$ cat config.mk
export PLATFORM = sky130hd
export DESIGN_NAME = mem_port_arbiter
export DESIGN_NICKNAME = d
export VERILOG_FILES = /design/src/rtl/mem_arb_pkg.sv /design/src/rtl/bus_timeout_counter.sv /design/src/rtl/mem_port_arbiter.sv
export SDC_FILE = /design/constraint.sdc
export NUM_CORES = 1
export LEC_CHECK = 0
export CAP_MARGIN = 0
export CORE_MARGIN = 2
export CORE_UTILIZATION = 45
export CTS_CLUSTER_DIAMETER = 150
export DETAILED_ROUTE_END_ITERATION = 8
export DONT_BUFFER_PORTS = 1
export MAX_ROUTING_LAYER = met4
export PLACE_DENSITY_LB_ADDON = 0.08
export SLEW_MARGIN = 20
export SYNTH_ARGS = -nofsm -noshare
export SYNTH_HDL_FRONTEND = slang
export SYNTH_SLANG_ARGS = --single-unit
$ cat constraint.sdc
create_clock -name clk -period 2.3 [get_ports clk]
set_clock_uncertainty 0.05 [all_clocks]
set_input_delay 0.23 -clock clk [delete_from_list [all_inputs] [get_ports clk]]
set_output_delay 0.23 -clock clk [all_outputs]
set_load 0.01 [all_outputs]
$ cat src/rtl/mem_arb_pkg.sv
// Shared types and constants for the memory port arbiter.
package mem_arb_pkg;

  typedef enum logic [1:0] {
    IDLE    = 2'd0,
    BUSY_IF = 2'd1,
    BUSY_D  = 2'd2
  } arb_state_t;

  localparam logic [3:0] SEL_ALL    = 4'hF;
  localparam int         BUS_DATA_W = 32;

endpackage

$ cat src/rtl/bus_timeout_counter.sv
// Counts bus wait cycles; expired flags the last permitted wait cycle.
module bus_timeout_counter #(
  parameter int TIMEOUT_CYCLES = 64
) (
  input  logic clk,
  input  logic reset_n,
  input  logic clear,
  input  logic run,
  output logic expired
);

  localparam int               CNT_W = $clog2(TIMEOUT_CYCLES);
  localparam logic [CNT_W-1:0] LAST  = CNT_W'(TIMEOUT_CYCLES - 1);

  logic [CNT_W-1:0] r_count;

  // Count waiting cycles; cleared whenever no transfer is outstanding
  always_ff @(posedge clk or negedge reset_n) begin
    if (!reset_n) begin
      r_count <= '0;
    end else if (clear) begin
      r_count <= '0;
    end else if (run) begin
      r_count <= r_count + 1'b1;
    end
  end

  // Only meaningful while still waiting, so an ack in the same cycle wins
  assign expired = run && (r_count == LAST);

endmodule

$ cat src/rtl/mem_port_arbiter.sv
// Shares one memory bus port between instruction fetch and the data path.
// D wins a simultaneous request unless it won the previous grant.
// DATA_W must be 32 (the bus data width).
module mem_port_arbiter
  import mem_arb_pkg::*;
#(
  parameter int ADDR_W         = 32,
  parameter int DATA_W         = 32,
  parameter int TIMEOUT_CYCLES = 64
) (
  input  logic              clk,
  input  logic              reset_n,
  input  logic              if_req_i,
  input  logic [ADDR_W-1:0] if_addr_i,
  output logic [DATA_W-1:0] if_rdata_o,
  output logic              if_valid_o,
  input  logic              d_req_i,
  input  logic              d_we_i,
  input  logic [ADDR_W-1:0] d_addr_i,
  input  logic [DATA_W-1:0] d_wdata_i,
  input  logic [3:0]        d_wmask_i,
  output logic [DATA_W-1:0] d_rdata_o,
  output logic              d_valid_o,
  output logic              err_o,
  output logic              bus_req_o,
  output logic              bus_we_o,
  output logic [ADDR_W-1:0] bus_addr_o,
  output logic [DATA_W-1:0] bus_wdata_o,
  output logic [3:0]        bus_sel_o,
  input  logic              bus_ack_i,
  input  logic              bus_err_i,
  input  logic [DATA_W-1:0] bus_rdata_i,
  output logic              stall_if_o,
  output logic              stall_mem_o
);

  arb_state_t            r_state, w_state_nxt;
  logic                  r_last_grant_d, w_last_grant_d_nxt;
  logic                  r_bus_req, w_bus_req_nxt;
  logic                  r_bus_we, w_bus_we_nxt;
  logic [ADDR_W-1:0]     r_bus_addr, w_bus_addr_nxt;
  logic [DATA_W-1:0]     r_bus_wdata, w_bus_wdata_nxt;
  logic [3:0]            r_bus_sel, w_bus_sel_nxt;
  logic [DATA_W-1:0]     r_if_rdata, w_if_rdata_nxt;
  logic [DATA_W-1:0]     r_d_rdata, w_d_rdata_nxt;
  logic                  r_if_valid, w_if_valid_nxt;
  logic                  r_d_valid, w_d_valid_nxt;
  logic                  r_err, w_err_nxt;
  logic                  w_done, w_busy, w_run, w_clear, w_expired, w_grant_d;
  logic [BUS_DATA_W-1:0] w_rdata;

  assign w_done    = bus_ack_i | bus_err_i;
  assign w_busy    = (r_state != IDLE);
  assign w_run     = w_busy & ~w_done;
  assign w_clear   = ~w_busy | w_done;
  assign w_grant_d = d_req_i & (~if_req_i | ~r_last_grant_d);
  // Read data only survives a clean load ack; stores and errors return zero
  assign w_rdata   = (bus_ack_i && !bus_err_i && !r_bus_we) ? bus_rdata_i : '0;

  bus_timeout_counter #(
    .TIMEOUT_CYCLES (TIMEOUT_CYCLES)
  ) u_timeout (
    .clk     (clk),
    .reset_n (reset_n),
    .clear   (w_clear),
    .run     (w_run),
    .expired (w_expired)
  );

  // Next-state and next-output decode; bus attributes hold unless granting
  always_comb begin
    w_state_nxt        = r_state;
    w_last_grant_d_nxt = r_last_grant_d;
    w_bus_req_nxt      = r_bus_req;
    w_bus_we_nxt       = r_bus_we;
    w_bus_addr_nxt     = r_bus_addr;
    w_bus_wdata_nxt    = r_bus_wdata;
    w_bus_sel_nxt      = r_bus_sel;
    w_if_rdata_nxt     = r_if_rdata;
    w_d_rdata_nxt      = r_d_rdata;
    w_if_valid_nxt     = 1'b0;
    w_d_valid_nxt      = 1'b0;
    w_err_nxt          = 1'b0;
    unique case (r_state)
      IDLE: begin
        if (d_req_i || if_req_i) begin
          w_bus_req_nxt = 1'b1;
          if (w_grant_d) begin
            w_state_nxt        = BUSY_D;
            w_last_grant_d_nxt = 1'b1;
            w_bus_we_nxt       = d_we_i;
            w_bus_addr_nxt     = d_addr_i;
            w_bus_wdata_nxt    = d_wdata_i;
            w_bus_sel_nxt      = d_we_i ? d_wmask_i : SEL_ALL;
          end else begin
            w_state_nxt        = BUSY_IF;
            w_last_grant_d_nxt = 1'b0;
            w_bus_we_nxt       = 1'b0;
            w_bus_addr_nxt     = if_addr_i;
            w_bus_wdata_nxt    = '0;
            w_bus_sel_nxt      = SEL_ALL;
          end
        end
      end
      BUSY_IF, BUSY_D: begin
        if (w_done || w_expired) begin
          w_state_nxt   = IDLE;
          w_bus_req_nxt = 1'b0;
          w_err_nxt     = bus_err_i | w_expired;
          if (r_state == BUSY_IF) begin
            w_if_valid_nxt = 1'b1;
            w_if_rdata_nxt = w_rdata;
          end else begin
            w_d_valid_nxt  = 1'b1;
            w_d_rdata_nxt  = w_rdata;
          end
        end
      end
      default: w_state_nxt = IDLE;
    endcase
  end

  // State and registered outputs
  always_ff @(posedge clk or negedge reset_n) begin
    if (!reset_n) begin
      r_state        <= IDLE;
      r_last_grant_d <= 1'b0;
      r_bus_req      <= 1'b0;
      r_bus_we       <= 1'b0;
      r_bus_addr     <= '0;
      r_bus_wdata    <= '0;
      r_bus_sel      <= '0;
      r_if_rdata     <= '0;
      r_d_rdata      <= '0;
      r_if_valid     <= 1'b0;
      r_d_valid      <= 1'b0;
      r_err          <= 1'b0;
    end else begin
      r_state        <= w_state_nxt;
      r_last_grant_d <= w_last_grant_d_nxt;
      r_bus_req      <= w_bus_req_nxt;
      r_bus_we       <= w_bus_we_nxt;
      r_bus_addr     <= w_bus_addr_nxt;
      r_bus_wdata    <= w_bus_wdata_nxt;
      r_bus_sel      <= w_bus_sel_nxt;
      r_if_rdata     <= w_if_rdata_nxt;
      r_d_rdata      <= w_d_rdata_nxt;
      r_if_valid     <= w_if_valid_nxt;
      r_d_valid      <= w_d_valid_nxt;
      r_err          <= w_err_nxt;
    end
  end

  assign if_rdata_o  = r_if_rdata;
  assign if_valid_o  = r_if_valid;
  assign d_rdata_o   = r_d_rdata;
  assign d_valid_o   = r_d_valid;
  assign err_o       = r_err;
  assign bus_req_o   = r_bus_req;
  assign bus_we_o    = r_bus_we;
  assign bus_addr_o  = r_bus_addr;
  assign bus_wdata_o = r_bus_wdata;
  assign bus_sel_o   = r_bus_sel;
  assign stall_if_o  = if_req_i & ~r_if_valid;
  assign stall_mem_o = d_req_i & ~r_d_valid;

  // Requesters must hold their request for the whole granted transfer
  a_if_held: assert property (@(posedge clk) disable iff (!reset_n)
                              (r_state == BUSY_IF) |-> if_req_i);
  a_d_held:  assert property (@(posedge clk) disable iff (!reset_n)
                              (r_state == BUSY_D) |-> d_req_i);

endmodule

Word level (Yosys, flattened, before mapping)
Index checks and enable logic that the tools add are counted.
Operators by class
  add/subtract/negate cells: 1
  eq/ne operators: 5
  mux-type cells: 24
  bitwise operators: 15
  reduce and logical (&&, ||, !) cells: 17
Operators by type and width (count)
  $mux 32: 3
  $mux 1: 12
  $mux 6: 2
  $reduce_and 3->1: 3
  $mux 4: 2
  $not 1->1: 7
  $add 6x1->6 const B: 1
  $eq 6x6->1 const B: 1
  $mux 2: 3
  $reduce_bool 2->1: 3
  $and 1x1->1: 4
  $ne 2x2->1 const B: 2
  $or 1x1->1: 4
  $pmux 2 s2: 1
  $reduce_and 2->1: 2
  $logic_and 1x1->1: 3
  $eq 2x1->1 const B: 1
  $eq 2x2->1 const B: 1
  $logic_not 1->1: 2
  $logic_not 2->1: 1
  $logic_or 1x1->1: 2
  $pmux 1 s2: 1
  $reduce_or 2->1: 1
Word-level totals
  register bits: 146
  input port bits: 139
  output and inout bits: 139
  logic and storage cells: 75

Depth between registers and ports, before layout
  depth after elaboration: 7
  depth in mapped cells: 8
  mapped depth without buffers: 5

Modules after synthesis
From an unflattened synthesis, not the netlist that was laid out.
Unflattened totals
  cell total of the unflattened synthesis: 573
  area total of the unflattened synthesis: 5923.2 um^2
By module, submodules not included
  mem_port_arbiter: instances 1, cells each 545, area an instance 5632.9 um^2, seq. area each 3503.4 um^2
  bus_timeout_counter: instances 1, cells each 28, area an instance 290.3 um^2, seq. area each 150.1 um^2

Worst setup path after synthesis
OpenSTA, ideal clock, no wires.
  kind: reg2reg
  from: reg r_state[0]
  to: reg r_if_rdata[10] (netlist: if_rdata_o[10])
  library setup time: 142 ps
  arrival time: 1444 ps
  required time: 2108 ps
  path slack: 664 ps
  stages on the path, launching flop included: 8
  buffers on the path: 2
  period minus slack after synthesis: 1636 ps
  cells stage by stage: dfrtp_1 -> inv_1 -> ha_1 -> buf_2 -> nand3b_1 -> nor2_4 -> buf_2 -> o221ai_1
Between the ends
  cells in the longest elaborated chain, start to end: 5
  elaborated cells on any way between the ends: 8
  those cells by class: eq/ne (2); bitwise (1); reduce/logical (5)
Ends and longest elaborated chain
  start, declared: RTL line mem_port_arbiter.sv:37  | arb_state_t r_state, w_state_nxt;
  start signal, assigned: RTL line mem_port_arbiter.sv:139  | r_state <= w_state_nxt;
  $reduce_bool 2->1: RTL line mem_port_arbiter.sv:53  | assign w_busy = (r_state != IDLE);
  $and 1x1->1: RTL line mem_port_arbiter.sv:54  | assign w_run = w_busy & ~w_done;
  $logic_and 1x1->1: RTL line bus_timeout_counter.sv:29  | assign expired = run && (r_count == LAST);
  $logic_or 1x1->1: RTL line mem_port_arbiter.sv:106  | if (w_done || w_expired) begin
  $reduce_and 3->1 (no line) (*)
  end signal, assigned: RTL line mem_port_arbiter.sv:146  | r_if_rdata <= w_if_rdata_nxt;
  end, declared: RTL line mem_port_arbiter.sv:44  | logic [DATA_W-1:0] r_if_rdata, w_if_rdata_nxt;
Every way passes the cells marked *; elsewhere a longest branch is shown, timed or not.
A chain may end at the register's enable or synchronous reset.

Worst setup path after layout
  from: reg r_last_grant_d
  to: reg r_bus_addr[19] (netlist: bus_addr_o[19])
Between the ends
  cells in the longest elaborated chain, start to end: 4
Ends and longest elaborated chain
  start, declared: RTL line mem_port_arbiter.sv:38  | logic r_last_grant_d, w_last_grant_d_nxt;
  start signal, assigned: RTL line mem_port_arbiter.sv:140  | r_last_grant_d <= w_last_grant_d_nxt;
  $not 1->1: RTL line mem_port_arbiter.sv:56  | assign w_grant_d = d_req_i & (~if_req_i | ~r_last_grant_d);
  $or 1x1->1: RTL line mem_port_arbiter.sv:56
  $and 1x1->1: RTL line mem_port_arbiter.sv:56
  $mux 32: RTL line mem_port_arbiter.sv:88  | if (w_grant_d) begin
  end signal, assigned: RTL line mem_port_arbiter.sv:143  | r_bus_addr <= w_bus_addr_nxt;
  end, declared: RTL line mem_port_arbiter.sv:41  | logic [ADDR_W-1:0] r_bus_addr, w_bus_addr_nxt;
No other way between the ends.

==> impl_metrics.toml <==
[cts]
root_buffer = "clkbuf_16"
clock_path_buffers = 2
cts_sinks = 146
clkLatencyLatePin_ns = 0.42
postCtsHoldBufs = 121
post_cts_buffers = 0
cts_tree = "yes"
path_clk_slew_ns = 0.06
h-tree-depth = 4
cts_made_buffers = 17
cts_resized = 0

[synthesis]
synth_cells = 614
synth_nets = 756
syn_avg_cell_area_um2 = 10.5
synth_top_area_share_pct = 56.6
synthTopCellsByArea = "dfrtp_1 57%, nand2_1 9.4%, o221ai_1 8.4%"
synth_area_mm2 = 0.00646
yosys.area_share.adder_pct = 0.581
synth_cell_types = 36
yosys.area.top_type = "dfrtp_1"
synth_top_family_by_area = "compound AO/OA/AOI/OAI gates"
synth_compound_area_share_pct = 17.6
ys_warn_count = 0
synthXorXnorAreaFrac_pct = 0.407
ys_seq_area_share_pct = 56.6
ys_ff_latch = 146
muxShareOfSynthArea_pct = 4.96
yosys.area_share.simple_pct = 15.3

[sta]
setup_tns_ns = 0
max_freq_ghz = 0.462
worst_pin_slew_ns = 0.712
rsz0062_at_grt = "no"
slew_viol_final = 0
maxSlewHeadroom_pct = 52.4
setup_viol_count_final = 0
layout_min_cycle_time_ns = 2.17
hold_viol = 147
post-route-period-util_pct = 94.2
hold_slack_ns = -0.542

[worst_setup_path]
r2r-start = "r_last_grant_d"
critical-path-max-stage-delay_ns = 0.58
cp_top_family = "buffers and inverters"
worst-path-buf-inv = 2
regToRegSetupSlack_ns = 0.13
cp_max_fo = 22
critPathArrivalTime_ns = 2.39
reg2reg_depth = 5
r2r_end = "bus_addr_o[19]"
criticalPathCategory = "flip-flop to flip-flop"
end_kind = "flip-flop"
cp-start-kind = "flip-flop"
path_cells = "a21boi_4 > buf_4 > mux2i_1 > dlygate4sd3_1 > o21ai_0"
crit_required_ns = 2.53
cp_slowest_cell = "dlygate4sd3_1"

[routing]
drtIter0Drc = 274
wl_met1_um = 7120
route.met3.wl_um = 1520
first_pass_iters = 5
met2WireLength_um = 9310
drc_errors = 0
maxUsedRoutingLayer = "met4"
num_vias = 5277
antenna_left = 0
wl_per_cell_um = 20.2
drt_wl_total_um = 18400
viasPerCell = 5.79

[place]
place.port_buffers = 0
dp_hpwl_um = 11400
globalplace.congestion = 0.806

[finish]
layout_common_cells = "162 x nand2_1, 146 x dfrtp_1, 121 x dlygate4sd3_1, 62 x o221ai_1, 36 x o21ai_0"
multi_input_area_mm2 = 0.00253
antennaDiodeCount = 0
layout_commonest_cell = "nand2_1"
seq_area_mm2 = 0.00365
layout.nets = 860
drive_above_1_share_pct = 7.25
syn2layout_area_growth_pct = 30.8
fillers = 1103

[pwr]
irDropWorstVdd_uv = 625
total_power_mw = 11.2
p_leak_nw = 3.71
power.density_mw_per_mm2 = 1320

[floorplanning]
die_area_mm2 = 0.0153
io_pins = 278
start_util_pct = 46.4
rows = 43
die_w_um = 124
core_mm2 = 0.0139
fp.dieH_um = 124

[global_route]
grtUsageTotal_pct = 24.9
grt_max_degree = 147
grt_pass1_wl_um = 28200
grt_pass1_vias = 5402
antenna_found_initial = 0
overflow = 0

[run_status]
violations = "hold timing"
status = "finished with violations"

[hold_path]
hold_path_class = "input pin to async pin"

[run]
drv_cap = 0
-- state kept, by name (all words and copies together) (netlist names), 2 cells and up --
name,count
bus_addr_o,32
if_rdata_o,32
d_rdata_o,32
bus_sel_o,4
r_state,2
u_timeout.r_count,6
bus_wdata_o,32
-- worst max-delay path by stage --
stage | start | end | slack, ns | cells after the start
2_1_floorplan | r_state[0] | if_rdata_o[10] | 0.66 | 7
5_1_grt | r_last_grant_d | bus_addr_o[30] | 0.02 | 5
3_3_place_gp | r_state[0] | d_valid_o | 0.47 | 5
4_1_cts | r_last_grant_d | bus_addr_o[30] | 0.16 | 5
6_report | r_last_grant_d | bus_addr_o[19] | 0.13 | 5
3_5_place_dp | r_state[0] | d_rdata_o[24] | 0.42 | 6
-- cell type report --
class	count	share of cell area [%]
Sequential cell	146	43.3
Tap cell	180	2.67
Timing Repair Buffer	135	16.0
Clock inverter	15	2.70
Multi-Input combinational cell	411	30.0
Clock buffer	17	5.04
Inverter	7	0.311
-- metrics by stage --
stage | utilization, % | hold slack [ns] | cell area (um2) | setup WS (ns) | cells
detailed placement | 47.2 | -0.112 | 6580 | 0.423 | 758
CTS | 60.6 | -0.568 | 8450 | 0.162 | 911
finish | 60.6 | -0.542 | 8450 | 0.134 | 911
global placement | 47.2 | -0.112 | 6580 | 0.469 | 758
global route | 60.6 | -0.572 | 8450 | 0.0166 | 911
floorplan | - | -0.116 | 6460 | 0.664 | 614
-- cells in the mapped netlist --
master,count
nor4bb_1,1
buf_6,8
buf_2,15
nor3b_1,1
or3b_2,1
o21a_1,2
or2_2,1
and2_4,1
a32oi_1,2
nor2b_1,3
a21o_1,1
nand3_1,9
nand4_1,1
mux2i_1,32
o221ai_1,62
or3_1,2
clkbuf_1,27
or2b_1,1
ha_1,3
nor3_1,1
nand3b_1,1
o22a_1,4
o211ai_1,2
a22o_1,32
o21ai_2,1
a21oi_1,5
xnor2_1,1
o21ai_0,36
nor2_1,7
inv_1,7
xor2_1,2
nor2_4,1
nand2b_1,32
nand2_1,162
dfrtp_1,146
a21boi_2,1
-- where the power goes --
group / switching (mW) / internal, mW
sequential: 1.44 / 3.63
combinational: 1.66 / 1.40
clock: 1.11 / 1.94
total: 4.21 / 6.97
-- logic make-up after synthesis --
kind of cell / after synthesis
flip-flops: 146
AO/OA/AOI/OAI: 148
adder cells (fa/ha/maj): 3
multiplexers: 32
XOR/XNOR: 3
buffers and inverters: 57
AND/OR/NAND/NOR: 225
-- layer usage --
metal / vias to the layer above / track usage [%]
li1: 2402 / -
met1: 2615 / 28.5
met2: 228 / 40.7
met3: 32 / 7.51
met4: 0 / 10.5
met5: - / -
No activity file was read; power rests on OpenSTA's default activity.
